## config.mk

```make
export PLATFORM = sky130hd
export DESIGN_NAME = system_nios2_mul_sequencer
export DESIGN_NICKNAME = d
export VERILOG_FILES = /design/src/rtl/system_nios2_mul_sequencer.sv
export SDC_FILE = /design/constraint.sdc
export NUM_CORES = 1
export LEC_CHECK = 0
export BUFFER_PORTS_ARGS = -buffer_cell sky130_fd_sc_hd__buf_2
export CORE_MARGIN = 4
export CORE_UTILIZATION = 45
export CTS_CLUSTER_DIAMETER = 60
export CTS_CLUSTER_SIZE = 16
export DETAILED_ROUTE_END_ITERATION = 16
export GPL_ROUTABILITY_DRIVEN = 0
export PLACE_DENSITY = 0.71
export SYNTH_ARGS = -nofsm -noshare
export SYNTH_HDL_FRONTEND = slang
export SYNTH_SLANG_ARGS = --single-unit
```

## constraint.sdc

```tcl
create_clock -name clk -period 10.8 [get_ports clk]
set_clock_uncertainty 0.15 [all_clocks]
set_input_delay 1.62 -clock clk [delete_from_list [all_inputs] [get_ports clk]]
set_output_delay 1.62 -clock clk [all_outputs]
set_load 0.03 [all_outputs]
```

## src/rtl/system_nios2_mul_sequencer.sv

```systemverilog
// Iterative 32x32->64 multiplier: four 16x16 partial products through one registered cell.
// Define SYSTEM_NIOS2_MUL_SIGNED_EN to build signed operand handling (op[1] selects it).
module system_nios2_mul_sequencer (
  input  logic        clk,
  input  logic        reset,
  input  logic        start_valid,
  output logic        start_ready,
  input  logic [31:0] src1,
  input  logic [31:0] src2,
  input  logic [1:0]  op,
  output logic        result_valid,
  input  logic        result_ready,
  output logic [63:0] result
);

  typedef enum logic [2:0] {S_IDLE, S_MUL, S_DRAIN, S_SIGN, S_DONE} state_t;

  state_t      state_q, state_d;
  logic [1:0]  cnt_q, cnt_d;
  logic [1:0]  cell_k_q, cell_k_d;
  logic [31:0] mag_a_q, mag_a_d;
  logic [31:0] mag_b_q, mag_b_d;
  logic        neg_q, neg_d;
  logic [31:0] cell_q, cell_d;
  logic [63:0] acc_q, acc_d;
  logic [63:0] result_q, result_d;
  logic        start_ready_q, start_ready_d;
  logic        result_valid_q, result_valid_d;

  logic [31:0] mag_a_in, mag_b_in;
  logic        neg_in;
  logic [15:0] op_a, op_b;
  logic [63:0] cell_shifted;

`ifdef SYSTEM_NIOS2_MUL_SIGNED_EN
  assign mag_a_in = (op[1] && src1[31]) ? (~src1 + 32'd1) : src1;
  assign mag_b_in = ((op == 2'b11) && src2[31]) ? (~src2 + 32'd1) : src2;
  assign neg_in   = (src1[31] & op[1]) ^ (src2[31] & (op == 2'b11));
`else
  logic unused_op;
  assign unused_op = ^op;
  assign mag_a_in  = src1;
  assign mag_b_in  = src2;
  assign neg_in    = 1'b0;
`endif

  // k[0] picks the high half of A, k[1] the high half of B.
  assign op_a = cnt_q[0] ? mag_a_q[31:16] : mag_a_q[15:0];
  assign op_b = cnt_q[1] ? mag_b_q[31:16] : mag_b_q[15:0];

  always_comb begin
    case (cell_k_q)
      2'd0:    cell_shifted = {32'd0, cell_q};
      2'd3:    cell_shifted = {cell_q, 32'd0};
      default: cell_shifted = {16'd0, cell_q, 16'd0};
    endcase
  end

  always_comb begin
    state_d        = state_q;
    cnt_d          = cnt_q;
    cell_k_d       = cnt_q;
    mag_a_d        = mag_a_q;
    mag_b_d        = mag_b_q;
    neg_d          = neg_q;
    cell_d         = {16'd0, op_a} * {16'd0, op_b};
    acc_d          = acc_q;
    result_d       = result_q;
    start_ready_d  = start_ready_q;
    result_valid_d = result_valid_q;
    case (state_q)
      S_IDLE: begin
        if (start_valid && start_ready_q) begin
          mag_a_d       = mag_a_in;
          mag_b_d       = mag_b_in;
          neg_d         = neg_in;
          cnt_d         = 2'd0;
          acc_d         = 64'd0;
          start_ready_d = 1'b0;
          state_d       = S_MUL;
        end
      end
      S_MUL: begin
        cnt_d = cnt_q + 2'd1;
        // The cell holds nothing useful until the first pair has been issued.
        if (cnt_q != 2'd0) acc_d = acc_q + cell_shifted;
        if (cnt_q == 2'd3) state_d = S_DRAIN;
      end
      S_DRAIN: begin
        acc_d   = acc_q + cell_shifted;
        state_d = S_SIGN;
      end
      S_SIGN: begin
        result_d       = neg_q ? (~acc_q + 64'd1) : acc_q;
        result_valid_d = 1'b1;
        state_d        = S_DONE;
      end
      S_DONE: begin
        if (result_ready) begin
          result_valid_d = 1'b0;
          start_ready_d  = 1'b1;
          state_d        = S_IDLE;
        end
      end
      default: begin
        result_valid_d = 1'b0;
        start_ready_d  = 1'b1;
        state_d        = S_IDLE;
      end
    endcase
  end

  always_ff @(posedge clk) begin
    if (reset) begin
      state_q        <= S_IDLE;
      cnt_q          <= 2'd0;
      cell_k_q       <= 2'd0;
      mag_a_q        <= 32'd0;
      mag_b_q        <= 32'd0;
      neg_q          <= 1'b0;
      cell_q         <= 32'd0;
      acc_q          <= 64'd0;
      result_q       <= 64'd0;
      start_ready_q  <= 1'b1;
      result_valid_q <= 1'b0;
    end else begin
      state_q        <= state_d;
      cnt_q          <= cnt_d;
      cell_k_q       <= cell_k_d;
      mag_a_q        <= mag_a_d;
      mag_b_q        <= mag_b_d;
      neg_q          <= neg_d;
      cell_q         <= cell_d;
      acc_q          <= acc_d;
      result_q       <= result_d;
      start_ready_q  <= start_ready_d;
      result_valid_q <= result_valid_d;
    end
  end

  assign start_ready  = start_ready_q;
  assign result_valid = result_valid_q;
  assign result       = result_q;

endmodule

```

==> Word level (Yosys, flattened, before mapping) <==
Cells that the tools add are included.
{ "totals": {"ff_bits": 233, "out_inout_bits": 66} }
{ "classes": {"eq_ne": 10, "multipliers": 1, "bitwise_logic": 2, "muxes": 17, "add_sub_neg": 2, "n_reduce_logical": 14} }
{ "op_table": {"columns": ["operator", "count"], "rows": [
  ["$pmux 64 s3", 1],
  ["$mux 64", 2],
  ["$pmux 64 s2", 1],
  ["$add 64x64->64", 1],
  ["$mul 16x16->32", 1],
  ["$mux 16", 2],
  ["$pmux 3 s5", 1],
  ["$mux 3", 3],
  ["$reduce_and 3->1", 3],
  ["$ne 2x2->1 const B", 4],
  ["$eq 3x2->1 const B", 2],
  ["$pmux 1 s3", 2],
  ["$reduce_and 2->1", 3],
  ["$reduce_or 3->1", 2],
  ["$eq 2x2->1 const B", 2],
  ["$pmux 2 s2", 1],
  ["$reduce_bool 2->1", 2],
  ["$eq 3x1->1 const B", 1],
  ["$eq 3x3->1 const B", 1],
  ["$logic_not 3->1", 1],
  ["$mux 1", 3],
  ["$reduce_bool 3->1", 1],
  ["$add 2x1->2 const B", 1],
  ["$logic_not 2->1", 1],
  ["3 further kinds", 4]
]} }

==> Logic depth before layout (Yosys ltp) <==
{ "logic_depth": {"word_depth": 5, "mapped_depth": 28, "ltp_nobuf": 25} }

==> Worst setup path before layout <==
No wires, ideal clock.
{ "synth_path": {"kind": "register -> register", "startpoint": "reg cnt_q[0], in the netlist cell_k_d[0]", "endpoint": "reg cell_q[31]", "arrival_time_ns": 7.073, "setup_ns": 0.128, "path_buffers": 4, "period_less_slack_ns": 7.351, "stages_incl_launch_ff": 28, "slack_ns": 3.449, "path_cell_list": "dfxtp_1 clkbuf_1 clkbuf_1 buf_1 mux2i_1 nor2_1 fa_1 inv_1 fa_1 fa_1 inv_1 fa_1 fa_1 inv_1 fa_1 inv_1 ha_1 clkbuf_1 a21o_1 a21o_1 a21oi_1 o21ai_0 o21ai_0 a21oi_1 a311oi_1 o21ai_0 xnor2_1 nor2_1"} }
{ "synth_between": {"elab_chain_cells": 2} }
{ "synth_rtl": {"columns": ["element", "line", "rtl"], "rows": [
  ["from (decl)", "19", "logic [1:0] cnt_q, cnt_d;"],
  ["from (signal assigned)", "128", "cnt_q <= cnt_d;"],
  ["$mux 16", "48", "assign op_a = cnt_q[0] ? mag_a_q[31:16] : mag_a_q[15:0];"],
  ["$mul 16x16->32", "66", "cell_d = {16'd0, op_a} * {16'd0, op_b};"],
  ["to (signal assigned)", "133", "cell_q <= cell_d;"],
  ["to (decl)", "24", "logic [31:0] cell_q, cell_d;"]
]} }
No other way between the ends.
A chain may end at the register's enable or synchronous reset.

==> Worst setup path in the final report <==
Ends and elaborated chain as after synthesis.

==> summary.md <==
| Metric | Value |
|---|---|
| Synth Area in XOR/XNOR | `3.49%` |
| Yosys warning count | `0` |
| Routed length per placed instance | `16.7 µm` |
| Async set or reset register ratio after synthesis | `0%` |
| Dominant cells by area after synthesis | `sky130_fd_sc_hd__dfxtp_1 (23%), sky130_fd_sc_hd__fa_1 (19%), sky130_fd_sc_hd__ha_1 (10%)` |
| Source of the worst register-to-register timing path | `cell_k_d[0]` |
| Number of filler instances in the final layout | `~4,300` |
| Number of enable-type register cells in the synthesized netlist | `0` |
| CP endpoint kind | `register` |
| Terminating pin of the worst hold path | `result[44]` |
| Number of buffers added on ports | `around 130` |
| Floorplan die height | `222 µm` |
| Reg clk slew, reported paths | `0.07 ns` |
| Synthesized Nets | `around 3,000` |
| Data arrival at the endpoint of the critical path | `8.15 ns` |
| Crit Path Max Fanout | `35` |
| Post-route DRC violation count | `0` |
| Startpoint of the worst setup timing path | `cell_k_d[0]` |
| Starting Density | `45.5%` |
| Largest net degree at the start of global routing | `81` |
| Final critical-path share of the clock period | `73.0%` |
| Placed Instance Area | `approximately 22,000 µm²` |
| Maximum clock frequency | `approximately 0.13 GHz` |
| Power density over cell area | `93.6 nW/µm²` |
| P_sw | `roughly 630 µW` |
| Internal Dissipation | `1470 µW` |
| Commonest cells after routing, fill and taps aside | `sky130_fd_sc_hd__nand2_1 (518), sky130_fd_sc_hd__inv_1 (242), sky130_fd_sc_hd__dfxtp_1 (233)` |
| Startpoint of the lowest-slack hold path | `result[44]` |
| Number of max-capacitance violations reported | `0` |
| First-pass iteration count of the detailed router | `5` |
| Vias per inst | `about 5.5` |
| Area enclosed by the die boundary | `49,300 µm²` |
| Worst setup SP type | `register` |
| HPWL after DPL | `43,100 µm` |
| Area growth from synthesis to layout | `9.09%` |
| Data required time of the critical path | `11.07 ns` |
| Reported leakage power | `0.0101 µW` |
| Horiz. Die Dim | `approximately 220 µm` |
| Number of antenna violations at the first check in global routing | `0` |
| Overall fraction of global-route tracks in use | `21.2%` |
| Final routed wirelength across all metal layers | `53,700 µm` |
| Post-route antenna net violation count | `0` |
| Final critical-path setup slack | `2.92 ns` |
| Worst reg2reg setup slack | `just under 3 ns` |
| Post-route cell area | `22,500 µm²` |
| Ant. Diodes | `0` |
| # IOs | `136` |
| Worst Hold Path Cells | `2` |
| Setup violators final | `0` |
| Synth Area in Compound Gates | `between 10% and 20%` |
| Global-route wire length before repair | `88,200 µm` |
| Final Net Count | `3,039` |
| Clock latency of the later-clocked register in the worst-skew pair | `0.55 ns` |
| Total via count in the routed design | `17,611` |
| Hold WC Path Type | `reg2reg` |
| Post-synth top area share | `22.7%` |
| Mux cell area share after synthesis | `3.09%` |
| Syn avg cell area | `between 8 and 9 µm²` |
| Fin util | `49.6%` |
| Site row count | `78` |
| Congestion Overflow GR | `0` |
| TritonCTS sink count | `233` |
| Post-synthesis instance area | `just over 20,000 µm²` |
| Setup Buffers After CTS | `0` |
| Area of the core | `45,300 µm²` |
| Number of buffers added by the clock tree synthesis step | `23` |
| Commonest register cell after synthesis | `sky130_fd_sc_hd__dfxtp_1` |
| # resized after CTS | `0` |
| Gate count of the mapped netlist | `2,538` |
| Worst-case vdd ir drop | `0.111 mV` |
| Crit Path Class | `reg2reg` |
| Total of flip-flops plus latches after synthesis | `approximately 230` |
| Reg-to-Reg End | `cell_q[31]` |
| Clk pwr share | `39.3%` |
| Post-Synth Simple-Gate Area | `18.4%` |
| Most common cell after layout, fill and taps aside | `sky130_fd_sc_hd__nand2_1` |
| Most area-hungry cell type in the Yosys netlist | `sky130_fd_sc_hd__dfxtp_1` |
| Cts-stage hold buffer count | `0` |
| Maximum buffer depth of the clock tree | `3` |
| Number of DRC violations after detailed-routing iteration 0 | `1,227` |
| Slew of the pin with the lowest slew margin | `1.19 ns` |
| Proportion of power drawn by flip-flops and latches | `between 40% and 50%` |
| Synth unique cells | `78` |
| RSZ-0062 raised after global routing | `no` |
| Fraction of layout instances using a drive strength above 1 | `slightly below 10%` |
| CTS tree | `yes` |
| Sequential share of the synthesized area | `22.7%` |
| H-tree lvl count | `1` |
| Max-slew violation total from the final report | `0` |
| Worst Reg-to-Reg Cells | `24` |
| Cell at the root of the clock tree | `sky130_fd_sc_hd__clkbuf_16` |
| Share of synthesized cell area in full adder, half adder and majority cells | `29.3%` |
| Switching portion of total power | `between 20 and 30%` |
| Combinational family with the most area after synthesis | `adder cells` |
| Combinational share of power | `around 17%` |
| Minimum clock period | `a little under 8 ns` |
| Pre-CTS setup slack | `2.96 ns` |
| Hold Fails Final Rpt | `0` |
| Final total negative setup slack | `0 ns` |
| Slew HR | `18.1%` |
| Result of the run | `complete, no violations` |
| Number of global-route vias before repair | `between 15,000 and 20,000` |
## layout make-up
type | count | area, µm² | share of cell area (%)
repair buffers | 157 | 852 | 3.79
clock buffers | 27 | 601 | 2.67
flip-flops and latches | 233 | 4660 | 20.8
well taps | 600 | 751 | 3.34
inverters | 242 | 908 | 4.04
multi-input cells | 1946 | 14500 | 64.6
clock inverters | 12 | 178 | 0.791
## through the flow
| step | total power (µW) | hold slack (ns) | instances |
|---|---|---|---|
| floorplan | 1180 | 0.283 | 2538 |
| finish | 2100 | 0.300 | 3217 |
| CTS | 2120 | 0.303 | 3217 |
| detailed placement | 1290 | 0.293 | 3178 |
| global placement | 1280 | 0.292 | 3178 |
| global route | 2200 | 0.318 | 3217 |
## synth_stat cells, types with 3 or more instances
master,count
sky130_fd_sc_hd__or3_1,4
sky130_fd_sc_hd__a21o_1,48
sky130_fd_sc_hd__buf_6,4
sky130_fd_sc_hd__nor2_1,226
sky130_fd_sc_hd__and3_1,17
sky130_fd_sc_hd__a31o_2,3
sky130_fd_sc_hd__a211oi_1,10
sky130_fd_sc_hd__o21bai_1,15
sky130_fd_sc_hd__nand2_1,518
sky130_fd_sc_hd__buf_1,10
sky130_fd_sc_hd__fa_1,195
sky130_fd_sc_hd__nand3_1,21
sky130_fd_sc_hd__o21a_1,10
sky130_fd_sc_hd__nor2b_1,15
sky130_fd_sc_hd__o22ai_1,6
sky130_fd_sc_hd__o221ai_1,3
sky130_fd_sc_hd__or2_2,6
sky130_fd_sc_hd__inv_1,242
sky130_fd_sc_hd__o21ai_1,6
sky130_fd_sc_hd__nor4_1,6
sky130_fd_sc_hd__mux2_2,29
sky130_fd_sc_hd__a31oi_1,14
sky130_fd_sc_hd__a22oi_1,33
sky130_fd_sc_hd__nand4_1,13
sky130_fd_sc_hd__a311oi_1,3
sky130_fd_sc_hd__a41oi_1,3
sky130_fd_sc_hd__xnor2_1,51
sky130_fd_sc_hd__clkbuf_1,94
sky130_fd_sc_hd__xor2_1,31
sky130_fd_sc_hd__clkbuf_8,4
sky130_fd_sc_hd__a21oi_1,228
sky130_fd_sc_hd__dfxtp_1,233
sky130_fd_sc_hd__o21ai_0,93
sky130_fd_sc_hd__a211o_1,4
sky130_fd_sc_hd__ha_1,171
sky130_fd_sc_hd__nand2b_1,15
sky130_fd_sc_hd__mux2i_1,31
sky130_fd_sc_hd__nor3_1,14
sky130_fd_sc_hd__and2_1,37
sky130_fd_sc_hd__a2111oi_0,3
sky130_fd_sc_hd__o211ai_1,3
sky130_fd_sc_hd__a22o_1,18
## power by group through the flow
stage	clock, µW	combinational, µW	sequential, µW
floorplan	0	260	919
global placement	0	350	929
detailed placement	0	361	931
CTS	851	362	911
global route	876	410	914
finish	825	365	912
## cells by family (layout without fill, tap and decap cells)
logic type,Yosys count,count (layout)
AND/OR/NAND/NOR,904,904
flip-flops,233,233
buffers and inverters,359,438
multiplexers,60,60
adder cells (fa/ha/maj),366,366
AO/OA/AOI/OAI,534,534
XOR/XNOR,82,82
## state kept, by name, indices dropped and copies added (netlist names)
name / flops
acc_q: 64
cell_k_d: 2
cell_k_q: 2
cell_q: 32
mag_a_q: 32
mag_b_q: 32
result: 64
result_valid: 1
start_ready: 1
state_q: 3
## how the worst max path moves through the flow
stage                 endpoint  slack (ns)  depth (start not counted)
floorplan           cell_q[31]        3.45                         27
global placement    cell_q[30]        3.02                         24
detailed placement  cell_q[30]        2.96                         24
CTS                 cell_q[30]        2.94                         22
global route        cell_q[31]        2.48                         24
finish              cell_q[31]        2.92                         24
## critical path, stage by stage, from the launching register on
cell and delay [ns]:
sky130_fd_sc_hd__dfxtp_1 0.31, sky130_fd_sc_hd__buf_4 0.41, sky130_fd_sc_hd__mux2i_1 1.03, sky130_fd_sc_hd__nor2_1 0.18, sky130_fd_sc_hd__fa_1 0.58, sky130_fd_sc_hd__inv_1 0.05
sky130_fd_sc_hd__fa_1 0.45, sky130_fd_sc_hd__fa_1 0.51, sky130_fd_sc_hd__inv_1 0.05, sky130_fd_sc_hd__fa_1 0.48, sky130_fd_sc_hd__fa_1 0.49, sky130_fd_sc_hd__inv_1 0.05
sky130_fd_sc_hd__fa_1 0.47, sky130_fd_sc_hd__inv_1 0.04, sky130_fd_sc_hd__ha_1 0.37, sky130_fd_sc_hd__a21o_1 0.23, sky130_fd_sc_hd__a21o_1 0.17, sky130_fd_sc_hd__a21oi_1 0.15
sky130_fd_sc_hd__o21ai_0 0.13, sky130_fd_sc_hd__o21ai_0 0.27, sky130_fd_sc_hd__a21oi_1 0.19, sky130_fd_sc_hd__a311oi_1 0.46, sky130_fd_sc_hd__o21ai_0 0.18, sky130_fd_sc_hd__xnor2_1 0.23
sky130_fd_sc_hd__nor2_1 0.06
## metal layers
metal  GRT usage, %  wire, µm
met1           27.3     22700
met2           36.3     25100
met3           3.44      3820
met4           7.14      2010
met5              0         0
Power figures use the tool's default switching activity.
